==> config.mk <==
export PLATFORM = sky130hd
export DESIGN_NAME = sprite_engine
export DESIGN_NICKNAME = d
export VERILOG_FILES = /design/src/rtl/sprite_engine.sv
export SDC_FILE = /design/constraint.sdc
export NUM_CORES = 1
export LEC_CHECK = 0
export BUFFER_PORTS_ARGS = -buffer_cell sky130_fd_sc_hd__buf_2
export CORE_ASPECT_RATIO = 0.7
export CORE_MARGIN = 10
export CORE_UTILIZATION = 30
export DETAILED_ROUTE_END_ITERATION = 10
export GPL_ROUTABILITY_DRIVEN = 0
export SYNTH_ARGS = -nofsm -noshare
export SYNTH_HDL_FRONTEND = slang
export SYNTH_SLANG_ARGS = --single-unit
==> constraint.sdc <==
create_clock -name clk -period 4.7 [get_ports clk]
set_clock_uncertainty 0.05 [all_clocks]
set_input_delay 0.94 -clock clk [delete_from_list [all_inputs] [get_ports clk]]
set_output_delay 0.94 -clock clk [all_outputs]
set_load 0.02 [all_outputs]
==> src/rtl/sprite_engine.sv <==
// Multi-object sprite controller: UART byte commands move and steer N_OBJ square
// objects, and a one-cycle pixel stage colours border and objects from VGA timing.
module sprite_engine #(
  parameter int N_OBJ    = 4,
  parameter int OBJ_SIZE = 100,
  parameter int STEP     = 4,
  parameter int H_RES    = 640,
  parameter int V_RES    = 480,
  parameter int BORDER   = 10,
  parameter int X0       = 40,
  parameter int X_PITCH  = 120,
  parameter int Y0       = 240,
  parameter int WRAP     = 1
) (
  input  logic             clk,
  input  logic             reset,
  input  logic [7:0]       rx_data,
  input  logic             rx_done,
  input  logic [9:0]       x,
  input  logic [9:0]       y,
  input  logic             blank,
  input  logic             frame_tick,
  output logic [1:0]       R,
  output logic [1:0]       G,
  output logic [1:0]       B,
  output logic [N_OBJ-1:0] obj_hit,
  output logic [2:0]       sel
);

  localparam logic [7:0] CMD_W  = 8'd119, CMD_S  = 8'd115, CMD_A  = 8'd97,  CMD_D  = 8'd100;
  localparam logic [7:0] CMD_UW = 8'd87,  CMD_US = 8'd83,  CMD_UA = 8'd65,  CMD_UD = 8'd68;
  localparam logic [7:0] CMD_X  = 8'd120, CMD_R  = 8'd114;
  localparam logic [1:0] VEL_ZERO = 2'b00, VEL_POS = 2'b01, VEL_NEG = 2'b11;

  localparam logic [9:0]  STEP10 = 10'(STEP);
  localparam logic [9:0]  X_MAX  = 10'(H_RES - OBJ_SIZE);
  localparam logic [9:0]  Y_MAX  = 10'(V_RES - OBJ_SIZE);
  localparam logic [10:0] SIZE11 = 11'(OBJ_SIZE);
  localparam logic [9:0]  BORDER10 = 10'(BORDER);
  localparam logic [9:0]  H_RES10 = 10'(H_RES), V_RES10 = 10'(V_RES);
  localparam logic [9:0]  H_IN = 10'(H_RES - BORDER), V_IN = 10'(V_RES - BORDER);

  // Returns {clamped, new_pos}; clamped is only ever set in clamp mode.
  function automatic logic [10:0] step_pos(input logic [9:0] pos, input logic up,
                                           input logic [9:0] lim);
    logic [10:0] sum;
    logic [10:0] res;
    sum = {1'b0, pos} + {1'b0, STEP10};
    if (WRAP != 0)
      res = up ? {1'b0, sum[9:0]} : {1'b0, pos - STEP10};
    else if (up)
      res = (sum > {1'b0, lim}) ? {1'b1, lim} : {1'b0, sum[9:0]};
    else
      res = (pos < STEP10) ? {1'b1, 10'd0} : {1'b0, pos - STEP10};
    return res;
  endfunction

  logic [2:0]       sel_reg;
  logic [1:0]       r_reg, g_reg, b_reg;
  logic [N_OBJ-1:0] obj_hit_reg;
  logic [N_OBJ-1:0] hit_comb;
  logic [7:0]       hit_ext;
  logic             cmd_r, obj_cmd, sel_cmd, border_comb, sel_hit;

  assign cmd_r   = rx_done && (rx_data == CMD_R);
  assign sel_cmd = rx_done && (rx_data >= 8'd48) && (rx_data <= 8'd55) &&
                   ({1'b0, rx_data[2:0]} < 4'(N_OBJ));

  always_comb begin
    obj_cmd = 1'b0;
    case (rx_data)
      CMD_W, CMD_S, CMD_A, CMD_D, CMD_UW, CMD_US, CMD_UA, CMD_UD, CMD_X: obj_cmd = 1'b1;
      default: obj_cmd = 1'b0;
    endcase
  end

  genvar gi;
  generate
    for (gi = 0; gi < N_OBJ; gi++) begin : g_obj
      localparam logic [9:0] RST_X = 10'(X0 + gi * X_PITCH);
      localparam logic [9:0] RST_Y = 10'(Y0);

      logic [9:0]  ox_reg, oy_reg, ox_next, oy_next;
      logic [1:0]  vx_reg, vy_reg, vx_next, vy_next;
      logic        is_target, x_up, y_up;
      logic [10:0] mx, my;

      // One stepper per axis serves both nudges and auto-motion; a commanded
      // object never auto-moves in the same cycle, so they cannot collide.
      assign is_target = rx_done && obj_cmd && (sel_reg == 3'(gi));
      assign x_up = is_target ? (rx_data == CMD_D) : (vx_reg == VEL_POS);
      assign y_up = is_target ? (rx_data == CMD_S) : (vy_reg == VEL_POS);
      assign mx = step_pos(ox_reg, x_up, X_MAX);
      assign my = step_pos(oy_reg, y_up, Y_MAX);

      always_comb begin
        ox_next = ox_reg;
        oy_next = oy_reg;
        vx_next = vx_reg;
        vy_next = vy_reg;
        if (cmd_r) begin
          ox_next = RST_X;
          oy_next = RST_Y;
          vx_next = VEL_ZERO;
          vy_next = VEL_ZERO;
        end else if (is_target) begin
          case (rx_data)
            CMD_A, CMD_D: ox_next = mx[9:0];
            CMD_W, CMD_S: oy_next = my[9:0];
            CMD_UA: vx_next = VEL_NEG;
            CMD_UD: vx_next = VEL_POS;
            CMD_UW: vy_next = VEL_NEG;
            CMD_US: vy_next = VEL_POS;
            CMD_X: begin
              vx_next = VEL_ZERO;
              vy_next = VEL_ZERO;
            end
            default: ;
          endcase
        end else if (frame_tick) begin
          if (vx_reg != VEL_ZERO) begin
            ox_next = mx[9:0];
            if (mx[10]) vx_next = VEL_ZERO;
          end
          if (vy_reg != VEL_ZERO) begin
            oy_next = my[9:0];
            if (my[10]) vy_next = VEL_ZERO;
          end
        end
      end

      always_ff @(posedge clk) begin
        if (reset) begin
          ox_reg <= RST_X;
          oy_reg <= RST_Y;
          vx_reg <= VEL_ZERO;
          vy_reg <= VEL_ZERO;
        end else begin
          ox_reg <= ox_next;
          oy_reg <= oy_next;
          vx_reg <= vx_next;
          vy_reg <= vy_next;
        end
      end

      // 11-bit upper bound so an object near 1023 is not falsely wrapped.
      assign hit_comb[gi] = !blank &&
                            (x > ox_reg) && ({1'b0, x} < ({1'b0, ox_reg} + SIZE11)) &&
                            (y > oy_reg) && ({1'b0, y} < ({1'b0, oy_reg} + SIZE11));
    end
  endgenerate

  assign hit_ext = 8'(hit_comb);
  assign sel_hit = hit_ext[sel_reg];
  assign border_comb = ((x > 10'd0) && (x < BORDER10)) || ((x > H_IN) && (x < H_RES10)) ||
                       ((y > 10'd0) && (y < BORDER10)) || ((y > V_IN) && (y < V_RES10));

  always_ff @(posedge clk) begin
    if (reset) begin
      sel_reg     <= 3'd0;
      obj_hit_reg <= '0;
      r_reg       <= 2'b00;
      g_reg       <= 2'b00;
      b_reg       <= 2'b00;
    end else begin
      if (sel_cmd) sel_reg <= rx_data[2:0];
      obj_hit_reg <= hit_comb;
      if (blank) begin
        r_reg <= 2'b00; g_reg <= 2'b00; b_reg <= 2'b00;
      end else if (border_comb || sel_hit) begin
        r_reg <= 2'b11; g_reg <= 2'b11; b_reg <= 2'b11;
      end else if (|hit_comb) begin
        r_reg <= 2'b00; g_reg <= 2'b11; b_reg <= 2'b00;
      end else begin
        r_reg <= 2'b00; g_reg <= 2'b00; b_reg <= 2'b00;
      end
    end
  end

  assign sel     = sel_reg;
  assign obj_hit = obj_hit_reg;
  assign R       = r_reg;
  assign G       = g_reg;
  assign B       = b_reg;

endmodule

==> parameters.txt <==
Parameter                              Value

Global routing
  Total gr overflow    0
  Vias in the first global route    ~8400
  Global Route Usage Sum    13.3%
  Largest net degree at the start of global routing    33
  Number of antenna violations at the first check in global routing    0
  Wire length of the first global-routing pass    ~44000 um

Hold path
  Hold Crit Class    flop to flop
  Worst Hold Endpoint    g_obj[0].vy_reg[0]
  Worst hold path cell count    2
  Hold wc startpoint    g_obj[0].vy_reg[0]

Placement
  Cell count after placement    ~1700
  Post-DP HPWL    about 22000 um
  Count of buffers inserted at the top-level ports    45
  Post-place setup slack    -0.0957 ns

Setup path
  CP max-delay cell    sky130_fd_sc_hd__mux2i_2
  Depth of the critical timing path with buffers and inverters included    18
  Endpoint of the worst-slack reg-to-reg timing path    g_obj[0].ox_reg[9]
  Worst R2R Setup Slack    approximately 1.2 ns
  Slowest Stage Delay on Critical Path    0.45 ns
  Cell count of the worst reg-to-reg path    12
  Startpoint type of the worst setup path    input pin
  Largest fanout of any net on the critical path    9
  Cell class contributing the biggest share of worst-path delay    compound AO/OA/AOI/OAI gates
  Crit path top cell by count    sky130_fd_sc_hd__buf_4
  Worst path arrival time    about 4.5 ns
  Cell-by-cell trace of the critical path    buf_2 > nor4bb_1 > buf_4 > o21ai_2 > or2b_4 > buf_12 > o2111ai_4 > mux2i_2 > ha_1 > a21oi_1 > o211ai_1 > o41ai_1 > buf_4 > mux2_2 > nand3_1 > o31ai_1 > xnor2_1 > nor2_1
  Data required time of the worst path    4.87 ns
  Combined buffer and inverter count along the critical path    4
  Launch instance of the worst register-to-register path    sel[1]
  Classification of the worst setup path    input pin to flop
  Sort of element at the end of the critical path    flop

Logic synthesis
  Synthesized netlist cell count    1178
  Number of register bits inferred by synthesis    between 80 and 90
  Part of the Yosys area used for sequential elements    18.1%
  Top flip-flop cell by instance count after synthesis    sky130_fd_sc_hd__dfxtp_1
  Number of synthesis warnings    0
  Number of library cell types mapped by synthesis    75
  Mapped Avg Cell Area    8.34 sq um
  Post-Syn Area    between 0.009 and 0.01 sq mm
  Mapped Nets    roughly 1400
  Post-synth EDFFs    0
  Share of synthesized registers carrying an async set or reset    0%

Timing
  Total setup violations reported at the end of the flow    0
  Worst hold slack    around 0.44 ns
  Worst rel slew slack    a little under half
  Final period demand of the worst path    between 4 and 5 ns
  Maximum frequency from static timing analysis    between 200 and 250 MHz
  Transition time of the tightest slew-check pin    a little over 0.8 ns
  Final critical-path share of the clock period    ~93%
  Final number of hold-violating endpoints    0
  Final Worst Setup Slack    about 0.34 ns
  Final count of pins violating max slew    0
  RSZ-0062 raised after global routing    false

Power
  Gate power share    around 13%
  Net Sw Frac    between 20% and 30%
  Worst IR drop on VDD    0.000184 V
  Power consumption    between 1.5 and 2 mW
  Sw power    approximately 0.48 mW
  Share of power burned in registers    a little over two fifths
  P_leak    about 4.6 nW
  Int Power    roughly 1.3 mW
  Share of total power in the clock network    43.7%
  Power per standard cell area    159 mW/mm^2

Layout
  Most common cell after layout, fill and taps aside    sky130_fd_sc_hd__ha_1
  Final antenna diode count    0
  Sequential cell area    approximately 0.0018 sq mm
  Area Growth Syn to Fin    12.6%
  Non-filler cells in the finished layout    1676
  Number of nets in the layout    around 1500
  Commonest non-fill, non-tap cells in the layout    sky130_fd_sc_hd__ha_1, sky130_fd_sc_hd__nor2_1, sky130_fd_sc_hd__inv_1
  Fraction of final layout cells with drive strength greater than 1    11.8%
  Area of combinational cells with multiple inputs    roughly 0.0075 sq mm
  # fillers    approximately 3400

Route
  Wire length per cell after detailed routing    about 16 um
  Total via count in the routed design    about 8600
  Drt pass-1 iters    5
  Vias per Instance    about 5
  Drc violations    0
  Detail Route Antenna Nets    0
  Wire length reported by the detailed router    between 20000 and 30000 um
  Number of design-rule violations left by the first detailed-router iteration    505

Floorplanning
  Area of the core    between 0.03 and 0.04 sq mm
  Number of top-level pins    46
  Vertical die dimension    between 150 and 200 um
  Standard-cell row count    55
  Overall die area    between 0.04 and 0.05 sq mm
  Initial Util    between 30 and 40%
  Die span in x    between 200 and 250 um

Clock network
  Root buffer selected by CTS    sky130_fd_sc_hd__clkbuf_16
  Maximum number of buffers from clock root to sink    2
  CTS sink count    89
  # H-tree levels    3
  TritonCTS clock tree    yes
  Clock slew at the register clock pins of the worst setup and hold paths    ~0.07 ns
  Insertion delay to the later sink of the worst-skew pair    about 0.36 ns
  Number of buffers created by CTS    9

Run status
  Run status    finished, final reports clean

Run
  Total of max-cap violations    0
[what timing repair did]
| action | in CTS | in global routing |
|---|---|---|
| hold buffers | 0 | 0 |
| setup buffers | 0 | 0 |
| resized for setup | 0 | 2 |
| setup endpoints to repair | 0 | 2 |
[cell families after synthesis]
kind of cell	after synthesis	synth area share, %
flip-flops	89	18.1
buffers and inverters	126	5.60
adder cells (fa/ha/maj)	192	25.1
XOR/XNOR	111	9.89
AND/OR/NAND/NOR	357	18.4
multiplexers	16	1.68
AO/OA/AOI/OAI	287	21.2
[through the flow]
step / setup TNS, ns / util, % / area, sq um
finish: 0 / 34.2 / 11100
global route: 0 / 34.2 / 11100
CTS: 0 / 34.2 / 11100
detailed placement: -0.149 / 33.3 / 10800
global placement: 0 / 33.3 / 10800
floorplan: 0 / - / 9830
[Yosys cell counts, drive strengths merged, types with 18 or more instances]
| cell | n | area share [%] |
|---|---|---|
| a21o | 23 | 1.8 |
| a21oi | 68 | 3.5 |
| a31oi | 20 | 1.3 |
| buf | 18 | 1.5 |
| dfxtp | 89 | 18 |
| ha | 184 | 23 |
| inv | 95 | 3.6 |
| nand2 | 64 | 2.5 |
| nand3 | 60 | 3.1 |
| nor2 | 97 | 3.8 |
| nor2b | 21 | 1.3 |
| nor3 | 41 | 2.1 |
| o211ai | 32 | 2.5 |
| o21ai | 48 | 2.8 |
| o31ai | 24 | 2.2 |
| xnor2 | 92 | 8.2 |
| xor2 | 19 | 1.7 |
[cell type report]
| cell class | instances | area share, % |
|---|---|---|
| clock inverter | 2 | 0.339 |
| tap | 427 | 4.83 |
| inverter | 95 | 3.22 |
| clock buffer | 13 | 2.35 |
| sequential | 89 | 16.1 |
| timing repair buffer | 87 | 5.22 |
| multi-input combinational | 963 | 67.9 |
[tightest hold or removal path: cells and delay by family (launching register included)]
family	cells	cell delay, ns
DFF	1	0.34
and+or+nand+nor	2	0.12
[metal layers]
metal  vias up  part of all wire (%)  GRT usage, %
met4         0                   1.4          2.71
met5         -                     0         0.377
met3        24                   3.7          2.18
met2       148                    42          20.7
li1       4435                     -             -
met1      4017                    52          18.8
[power groups by stage]
stage / clock [mW] / sequential [mW] / combinational [mW]
global placement: 0 / 0.773 / 0.229
finish: 0.768 / 0.756 / 0.235
detailed placement: 0 / 0.773 / 0.234
floorplan: 0 / 0.775 / 0.131
global route: 0.812 / 0.755 / 0.263
CTS: 0.788 / 0.756 / 0.236
[how the worst max path moves through the flow]
stage	from	to	slack, ns
finish	rx_data[0]	g_obj[3].oy_reg[9]	0.34
global placement	rx_data[0]	g_obj[3].oy_reg[9]	0.02
detailed placement	rx_data[0]	g_obj[3].oy_reg[9]	-0.1
global route	rx_data[1]	g_obj[3].oy_reg[9]	0.02
CTS	rx_data[0]	g_obj[3].oy_reg[9]	0.24
floorplan	rx_data[1]	g_obj[3].oy_reg[9]	0.03
Note: power is estimated with default switching activity, not from simulation.
